File: src/rtl/time_surface_scan_reader.sv
// time_surface_scan_reader: read-side scan initiator for the time-surface memory.
// Sweeps all GRID_SIZE*GRID_SIZE cells in ascending address order. Reads go to a
// fixed-latency memory, and the returned values leave on a valid/ready stream
// tagged with (x, y). Reads are only issued when a FIFO slot is guaranteed, so no
// in-flight read is ever dropped.
// Optional build macro: SCAN_STATS_EN builds the stat_sum / stat_nonzero
// accumulators. Without it those ports are tied to zero.
module time_surface_scan_reader #(
  parameter int GRID_SIZE    = 16,
  parameter int ADDR_BITS    = 8,
  parameter int VALUE_BITS   = 8,
  parameter int READ_LATENCY = 2,
  parameter int FIFO_DEPTH   = 4
) (
  input  logic                            clk,
  input  logic                            rst_n,
  input  logic                            scan_start,
  output logic                            scan_busy,
  output logic                            scan_done,
  output logic                            mem_read_enable,
  output logic [ADDR_BITS-1:0]            mem_read_addr,
  input  logic [VALUE_BITS-1:0]           mem_read_value,
  output logic                            out_valid,
  input  logic                            out_ready,
  output logic [VALUE_BITS-1:0]           out_value,
  output logic [$clog2(GRID_SIZE)-1:0]    out_x,
  output logic [$clog2(GRID_SIZE)-1:0]    out_y,
  output logic                            out_last,
  output logic [VALUE_BITS+ADDR_BITS-1:0] stat_sum,
  output logic [ADDR_BITS:0]              stat_nonzero
);

  localparam int XB = $clog2(GRID_SIZE);
  localparam int PW = (FIFO_DEPTH > 1) ? $clog2(FIFO_DEPTH) : 1;
  localparam int CW = $clog2(FIFO_DEPTH + READ_LATENCY + 1) + 1;
  localparam logic [ADDR_BITS-1:0] LAST_ADDR = ADDR_BITS'(GRID_SIZE * GRID_SIZE - 1);

  typedef enum logic [1:0] {ST_IDLE, ST_SCAN, ST_DRAIN, ST_DONE} state_t;

  state_t                 state_q, state_d;
  logic [ADDR_BITS-1:0]   cnt_q;
  logic [ADDR_BITS-1:0]   addr_hold_q;
  logic                   last_seen_q;
  logic [READ_LATENCY-1:0] tag_vld_q;
  logic [ADDR_BITS-1:0]   tag_addr_q [READ_LATENCY];
  logic [VALUE_BITS-1:0]  fifo_val_q [FIFO_DEPTH];
  logic [ADDR_BITS-1:0]   fifo_addr_q [FIFO_DEPTH];
  logic [PW-1:0]          wr_ptr_q, rd_ptr_q;
  logic [CW-1:0]          occ_q, occ_d;
  logic [CW-1:0]          inflight;
  logic [ADDR_BITS-1:0]   head_addr;
  logic                   start_acc, issue, push, pop, last_pop;

  // Count reads still travelling through the memory latency pipeline.
  always_comb begin
    inflight = '0;
    for (int i = 0; i < READ_LATENCY; i++) begin
      inflight = inflight + CW'(tag_vld_q[i]);
    end
  end

  // Credit check counts the FIFO slots already promised; a pop this cycle gives no credit.
  assign start_acc = (state_q == ST_IDLE) && scan_start;
  assign issue     = (state_q == ST_SCAN) && ((inflight + occ_q) < CW'(FIFO_DEPTH));
  assign push      = tag_vld_q[READ_LATENCY-1];
  assign out_valid = (occ_q != '0);
  assign pop       = out_valid && out_ready;
  assign occ_d     = occ_q + CW'(push) - CW'(pop);

  assign head_addr = out_valid ? fifo_addr_q[rd_ptr_q] : '0;
  assign out_value = out_valid ? fifo_val_q[rd_ptr_q] : '0;
  assign out_x     = head_addr[XB-1:0];
  assign out_y     = head_addr[ADDR_BITS-1:XB];
  assign out_last  = out_valid && (head_addr == LAST_ADDR);
  assign last_pop  = pop && out_last;

  assign mem_read_addr   = issue ? cnt_q : addr_hold_q;
  assign mem_read_enable = (state_q == ST_SCAN) || (state_q == ST_DRAIN);
  assign scan_busy       = (state_q != ST_IDLE);
  assign scan_done       = (state_q == ST_DONE);

  // Next-state logic of the sweep controller.
  always_comb begin
    state_d = state_q;
    case (state_q)
      ST_IDLE:  if (scan_start) state_d = ST_SCAN;
      ST_SCAN:  if (issue && (cnt_q == LAST_ADDR)) state_d = ST_DRAIN;
      ST_DRAIN: if ((inflight == '0) && (occ_d == '0) && (last_seen_q || last_pop))
                  state_d = ST_DONE;
      ST_DONE:  state_d = ST_IDLE;
      default:  state_d = ST_IDLE;
    endcase
  end

  // State register, address counter, held address and last-handshake flag.
  always_ff @(posedge clk or negedge rst_n) begin
    if (!rst_n) begin
      state_q     <= ST_IDLE;
      cnt_q       <= '0;
      addr_hold_q <= '0;
      last_seen_q <= 1'b0;
    end else begin
      state_q <= state_d;
      if (start_acc) begin
        cnt_q       <= '0;
        last_seen_q <= 1'b0;
      end else begin
        if (issue) begin
          cnt_q       <= cnt_q + 1'b1;
          addr_hold_q <= cnt_q;
        end
        if (last_pop) last_seen_q <= 1'b1;
      end
    end
  end

  // Tag pipeline mirrors the memory latency so each returned value gets its address.
  for (genvar gi = 0; gi < READ_LATENCY; gi++) begin : g_tag
    // One tag stage: stage 0 takes the issued read, later stages shift.
    always_ff @(posedge clk or negedge rst_n) begin
      if (!rst_n) begin
        tag_vld_q[gi]  <= 1'b0;
        tag_addr_q[gi] <= '0;
      end else if (gi == 0) begin
        tag_vld_q[gi]  <= issue;
        tag_addr_q[gi] <= cnt_q;
      end else begin
        tag_vld_q[gi]  <= tag_vld_q[(gi > 0) ? gi - 1 : 0];
        tag_addr_q[gi] <= tag_addr_q[(gi > 0) ? gi - 1 : 0];
      end
    end
  end

  // FIFO pointers and occupancy.
  always_ff @(posedge clk or negedge rst_n) begin
    if (!rst_n) begin
      wr_ptr_q <= '0;
      rd_ptr_q <= '0;
      occ_q    <= '0;
    end else begin
      occ_q <= occ_d;
      if (push) wr_ptr_q <= (wr_ptr_q == PW'(FIFO_DEPTH - 1)) ? '0 : wr_ptr_q + 1'b1;
      if (pop)  rd_ptr_q <= (rd_ptr_q == PW'(FIFO_DEPTH - 1)) ? '0 : rd_ptr_q + 1'b1;
    end
  end

  // FIFO storage; contents need no reset because outputs are gated by out_valid.
  always_ff @(posedge clk) begin
    if (push) begin
      fifo_val_q[wr_ptr_q]  <= mem_read_value;
      fifo_addr_q[wr_ptr_q] <= tag_addr_q[READ_LATENCY-1];
    end
  end

`ifdef SCAN_STATS_EN
  localparam int SW = VALUE_BITS + ADDR_BITS;
  logic [SW-1:0]        sum_q;
  logic [ADDR_BITS:0]   nz_q;

  // Accumulate emitted values; cleared by an accepted start, held otherwise.
  always_ff @(posedge clk or negedge rst_n) begin
    if (!rst_n) begin
      sum_q <= '0;
      nz_q  <= '0;
    end else if (start_acc) begin
      sum_q <= '0;
      nz_q  <= '0;
    end else if (pop) begin
      sum_q <= sum_q + SW'(out_value);
      nz_q  <= nz_q + (ADDR_BITS + 1)'(out_value != '0);
    end
  end

  assign stat_sum     = sum_q;
  assign stat_nonzero = nz_q;
`else
  assign stat_sum     = '0;
  assign stat_nonzero = '0;
`endif

endmodule

File: config.mk
export PLATFORM = sky130hd
export DESIGN_NAME = time_surface_scan_reader
export DESIGN_NICKNAME = d
export VERILOG_FILES = /design/src/rtl/time_surface_scan_reader.sv
export SDC_FILE = /design/constraint.sdc
export NUM_CORES = 1
export LEC_CHECK = 0
export CAP_MARGIN = 20
export CORE_ASPECT_RATIO = 0.5
export CORE_UTILIZATION = 57
export DETAILED_ROUTE_END_ITERATION = 10
export PLACE_DENSITY = 0.86
export SETUP_SLACK_MARGIN = 0.4
export SLEW_MARGIN = 20
export SYNTH_ARGS = -nofsm -noshare
export SYNTH_HDL_FRONTEND = slang
export SYNTH_SLANG_ARGS = --single-unit
export TNS_END_PERCENT = 100
File: constraint.sdc
create_clock -name clk -period 7.85 [get_ports clk]
set_input_delay 1.57 -clock clk [delete_from_list [all_inputs] [get_ports clk]]
set_output_delay 1.57 -clock clk [all_outputs]
set_load 0.01 [all_outputs]
## After elaboration in Yosys (flattened, before gate mapping)

Memory sizes are Yosys's and may differ from the RTL's.
Cells that the tools add are included.

| word-level totals | value |
|---|---|
| bits in writable memories | 64 |
| output and inout port bits | 54 |
| logic and storage cells | 64 |
| input port bits | 12 |
| memories | 2 |
| register bits after elaboration | 45 |

| cells by class | value |
|---|---|
| reductions and logical operators | 18 |
| multiplexer cells | 15 |
| add/subtract/negate cells | 7 |
| eq/ne operators | 10 |
| $lt $le $gt $ge | 1 |

Memory list:

| memory | words | bits a word | rd ports | clocked after memory_dff | write ports | RTL line | RTL |
|---|---|---|---|---|---|---|---|
| fifo_addr_q | 4 | 8 | 1 | 0 | 1 | 47 | `logic [ADDR_BITS-1:0] fifo_addr_q [FIFO_DEPTH];` |
| fifo_val_q | 4 | 8 | 1 | 0 | 1 | 46 | `logic [VALUE_BITS-1:0] fifo_val_q [FIFO_DEPTH];` |

Operators by type and width:

| kind | count |
|---|---|
| $mux 8 | 5 |
| $eq 8x8->1 const B | 2 |
| $mux 2 | 5 |
| $add 8x1->8 const B | 1 |
| $eq 2x2->1 const B | 4 |
| $logic_and 1x1->1 | 8 |
| $logic_not 4->1 | 2 |
| $pmux 2 s4 | 1 |
| $reduce_bool 2->1 | 3 |
| $add 2x1->2 const B | 2 |
| $add 2x4->4 | 1 |
| $add 4x1->4 | 1 |
| $lt 4x3->1 const B | 1 |
| $mux 1 | 4 |
| $ne 2x1->1 const B | 2 |
| $reduce_bool 4->1 | 1 |
| $sub 4x1->4 | 1 |
| $reduce_and 3->1 | 1 |
| $add 1x1->2 | 1 |
| $eq 2x1->1 const B | 1 |
| $logic_not 2->1 | 1 |
| $logic_or 1x1->1 | 2 |
| $ne 2x2->1 const B | 1 |

## Depth between registers and ports, before layout

| logic depth | value |
|---|---|
| word-level depth | 9 |
| mapped depth | 16 |
| gate-level depth less buffers | 15 |

## Worst setup path after synthesis

No wires, ideal clock.

| timing path | value |
|---|---|
| path type | input to register |
| start point | in out_ready |
| end point | reg state_q[0] |
| stages on the path | 12 |
| buffers on the path | 0 |
| required time | 7.756 ns |
| setup time | 0.094 ns |
| path slack | 4.255 ns |
| arrival | 3.501 ns |
| path through | nand2_1 inv_1 ha_1 inv_1 ha_1 inv_1 fa_1 inv_1 nor4_1 mux2_2 a21boi_2 a211oi_1 |

| between the ends | value |
|---|---|
| word-level cells in the longest chain between the ends | 7 |
| elaborated cells on any way between the ends | 9 |

RTL lines:

| item | RTL line | RTL |
|---|---|---|
| start, declared | 24 | `input logic out_ready,` |
| $logic_and 1x1->1 | 67 | `assign pop = out_valid && out_ready;` |
| named net pop | 52 | `logic start_acc, issue, push, pop, last_pop;` |
| $sub 4x1->4 | 68 | `assign occ_d = occ_q + CW'(push) - CW'(pop);` |
| named net occ_d[1] | 49 | `logic [CW-1:0] occ_q, occ_d;` |
| $logic_not 4->1 | 88 | `ST_DRAIN: if ((inflight == '0) && (occ_d == '0) && (last_seen_q \|\| last_pop))` |
| $logic_and 1x1->1 (2 in a row) | 88 |  |
| $ne 2x1->1 (no source line) | n/a |  |
| $reduce_and 3->1 (no source line) | n/a |  |
| end signal, assigned | 103 | `state_q <= state_d;` |
| end, declared | 40 | `state_t state_q, state_d;` |

The timed path passes the listed nets, and every way through them passes these cells.
A chain may end at the register's enable or synchronous reset.

## Worst setup path after layout

| timing path | value |
|---|---|
| start point | reg tag_vld_q[1], in the netlist push |
| end point | out mem_read_addr[5] |

| between the ends | value |
|---|---|
| word-level cells in the longest chain between the ends | 5 |

RTL lines:

| item | RTL line | RTL |
|---|---|---|
| start, declared | 44 | `logic [READ_LATENCY-1:0] tag_vld_q;` |
| start signal, assigned by index | 125 | `tag_vld_q[gi] <= issue;` |
| start signal, assigned by index | 128 | `tag_vld_q[gi] <= tag_vld_q[(gi > 0) ? gi - 1 : 0];` |
| $add 1x1->2 | 58 | `inflight = inflight + CW'(tag_vld_q[i]);` |
| $add 2x4->4 | 64 | `assign issue = (state_q == ST_SCAN) && ((inflight + occ_q) < CW'(FIFO_DEPTH));` |
| $lt 4x3->1 | 64 |  |
| $logic_and 1x1->1 | 64 |  |
| $mux 8 | n/a |  |
| end, declared | 21 | `output logic [ADDR_BITS-1:0] mem_read_addr,` |

No other way between the ends.

==> summary.txt <==
Critical path
  • CP Max Fanout: 20
  • Setup CP Type: register to primary output
  • WP data required: 6280 ps
  • RR Startpoint: occ_q[2]
  • Crit start category: register
  • CP max-delay cell: clkdlybuf4s50_1
  • Slowest cell delay on critical path: 490 ps
  • Worst setup EP type: primary output
  • R2r setup slk: 4170 ps
  • Path depth of the worst reg2reg path: 15
  • Worst EP arrival: 2860 ps
  • FF-to-FF End: state_q[0]
  • Critical Path Start: push
  • Most frequent CP cell: ha_1
  • Critical Path, Cell by Cell: ha_1 > ha_1 > a31oi_1 > mux2i_1 > buf_4 > mux2_2 > clkdlybuf4s50_1

GRT
  • GRT overflow: 0
  • Vias in the first global route: 2,521
  • Initial antenna violation count: 0
  • Largest net degree at the start of global routing: 46
  • First-pass GRT wire length: 12,430 um
  • Total Routing Usage GR: 20.30%

Clock network
  • H-tree depth: 3
  • Total CTS buffers: 9
  • Clk_lat worst skew: 340 ps
  • Root Buffer: clkbuf_16
  • Setup Fix Bufs, Post-CTS: 0
  • Clk buf depth: 2
  • Clk pin slew, worst setup/hold paths: 70 ps
  • Clock Sinks: 109
  • CTS Hold Bufs: 0
  • Post-CTS Resized: 0
  • CTS tree: done

Place
  • Place WS: 3578 ps
  • Final HPWL DP: 4927 um
  • Routability cong.: 0.7664
  • Placed Area: 5146 um^2
  • Port Buf Inserts: 40
  • Dpl cells: 451

Logic synthesis
  • Post-synth EDFFs: 64
  • Instance count of the mapped netlist: 308
  • Synth Cell Area: 4750 um^2
  • FFs w/ async S/R, synth: 41.28%
  • Synth Flop Type: edfxtp_1
  • Mean Syn Cell Area: 15.42 um^2
  • Top post-synthesis cells by area: edfxtp_1 (40%), dfrtp_1 (24%), mux4_2 (5.2%)
  • Yosys reg bits: 109
  • Warnings from Yosys: 0
  • Distinct cells, synth: 41
  • Largest area contributor in the netlist: edfxtp_1
  • Yosys top cell area share: 40.46%
  • Register area share after synthesis: 64.17%

Hold path
  • Tightest Hold Check Type: register to register
  • Hold Path Stages: 0
  • Hold Crit Endpoint: tag_addr_q[2]
  • Hold_sp: tag_addr_q[10]

Detailed routing
  • Wire length per cell: 16.98 um
  • Vias post-DR: 2,478
  • Remaining DRCs: 0
  • Pre-antenna DRT Iters: 4
  • Vias per Instance: 5.295
  • Total Wirelength: 7948 um
  • Post-route ant nets: 0
  • DR iter-0 viols: 112

STA
  • Final Slew Violations: 0
  • Setup slack after layout: 3421 ps
  • TNS Setup: 0 ps
  • RSZ-0062 raised after global routing: no
  • Setup-failing EPs final: 0
  • Layout Skew: 6.728 ps
  • Final cycle utilization of the critical path: 56.42%
  • Slew headroom: 41.84%
  • F_max: 0.2258 GHz
  • Final Hold Vio Count: 0
  • Crit path time final: 4429 ps
  • Worst Tran Pin Value: 872.4 ps

Cells and area
  • Commonest non-fill, non-tap cell in the layout: edfxtp_1
  • Area Growth Syn to Fin: 14.75%
  • Fin nets: 383
  • Layout cells sized above 1: 13.76%
  • Antenna cells: 0
  • Final Instance Area: 5450 um^2
  • Final cell count without fillers: 468
  • Most frequent cells in the layout: edfxtp_1 (64), dfrtp_1 (45), clkdlybuf4s50_1 (39)

Power
  • Total power: 1.890 mW
  • Pleak: 2.235 nW
  • PD cells: 346.8 nW/um^2
  • Peak supply drop: 0.0001826 V

Die
  • Row count: 23
  • Area of the core: 8029 um^2
  • Die H: 66.55 um
  • IO Pins: 66
  • Die X: 131.1 um
  • Die area: 8724 um^2
  • Initial Util: 59.16%

Job
  • Max-cap check violation count: 0

Outcome
  • Status: finished clean
## worst max-delay path by stage
| stage | endpoint | slack [ps] |
|---|---|---|
| finish | mem_read_addr[5] | 3420 |
| global route | mem_read_addr[6] | 3270 |
| CTS | mem_read_addr[6] | 3400 |
| detailed placement | state_q[0] | 3580 |
| global placement | state_q[0] | 3690 |
| floorplan | state_q[0] | 4260 |
## metal layers
metal	up-vias	routed length, um	GRT usage (%)
li1	1136	-	-
met1	1226	3337	24.47
met2	102	4007	34.85
met3	14	459	6.345
met4	0	143	7.328
met5	-	0	0
## final cells by class
cell class	count	area, um^2
clock buffers	11	254.0
inverters	20	75.07
fillers	498	2579
multi-input cells	169	1480
flip-flops and latches	109	3048
repair buffers	42	420.4
well taps	112	140.1
clock inverters	5	32.53
## where the power goes
| part | total [mW] | leakage [nW] | internal (mW) | switching, mW |
|---|---|---|---|---|
| Clock | 0.425 | 0.141 | 0.234 | 0.191 |
| Sequential | 0.781 | 1.19 | 0.699 | 0.0811 |
| Combinational | 0.684 | 0.906 | 0.374 | 0.310 |
| Total | 1.89 | 2.23 | 1.31 | 0.583 |
## cells in the mapped netlist (3+ instances only)
cell type and n:
a21o_1 3, a21oi_1 3, and2_1 21, buf_2 3, buf_4 26, clkbuf_1 3, dfrtp_1 45, edfxtp_1 64
ha_1 19, inv_1 20, mux2_2 16, mux4_1 5, mux4_2 11, nand2_1 15, nand3_1 3, nor2_1 8
nor3_1 6, o21ai_0 4, xnor2_1 6
## logic make-up (layout without fill, tap and decap cells)
group,count (synthesis),count (layout),share of synthesized area (%)
flops,109,109,64.17
simple gates,67,67,7.692
buf+inv,54,78,6.559
mux,33,33,11.99
fa+ha+maj,20,20,5.427
compound gates,16,16,2.608
xor+xnor,8,8,1.475
other cells,1,25,0.07895
## worst max-delay path: cells and delay by family (launching register included)
family                     cells  cell delay (ps)
buffers and inverters          2              750
DFF                            1              460
adders and majority gates      2              490
muxes                          2              600
AOI/OAI and AO/OA              1              230
## sequential cells by signal, indices dropped and copies added (netlist names)
signal	flops
tag_addr_q	16
wr_ptr_q	2
rd_ptr_q	2
state_q	2
tag_vld_q	1
push	1
fifo_addr_q	32
fifo_val_q	32
addr_hold_q	8
cnt_q	8
occ_q	4
last_seen_q	1
## metrics by stage
stage	hold slack (ps)	util (%)
2_1_floorplan	331.2	-
3_3_place_gp	332.5	64.10
3_5_place_dp	337.9	64.10
4_1_cts	352.7	67.66
5_1_grt	360.2	67.88
6_report	350.4	67.88
Power figures use the tool's default switching activity.
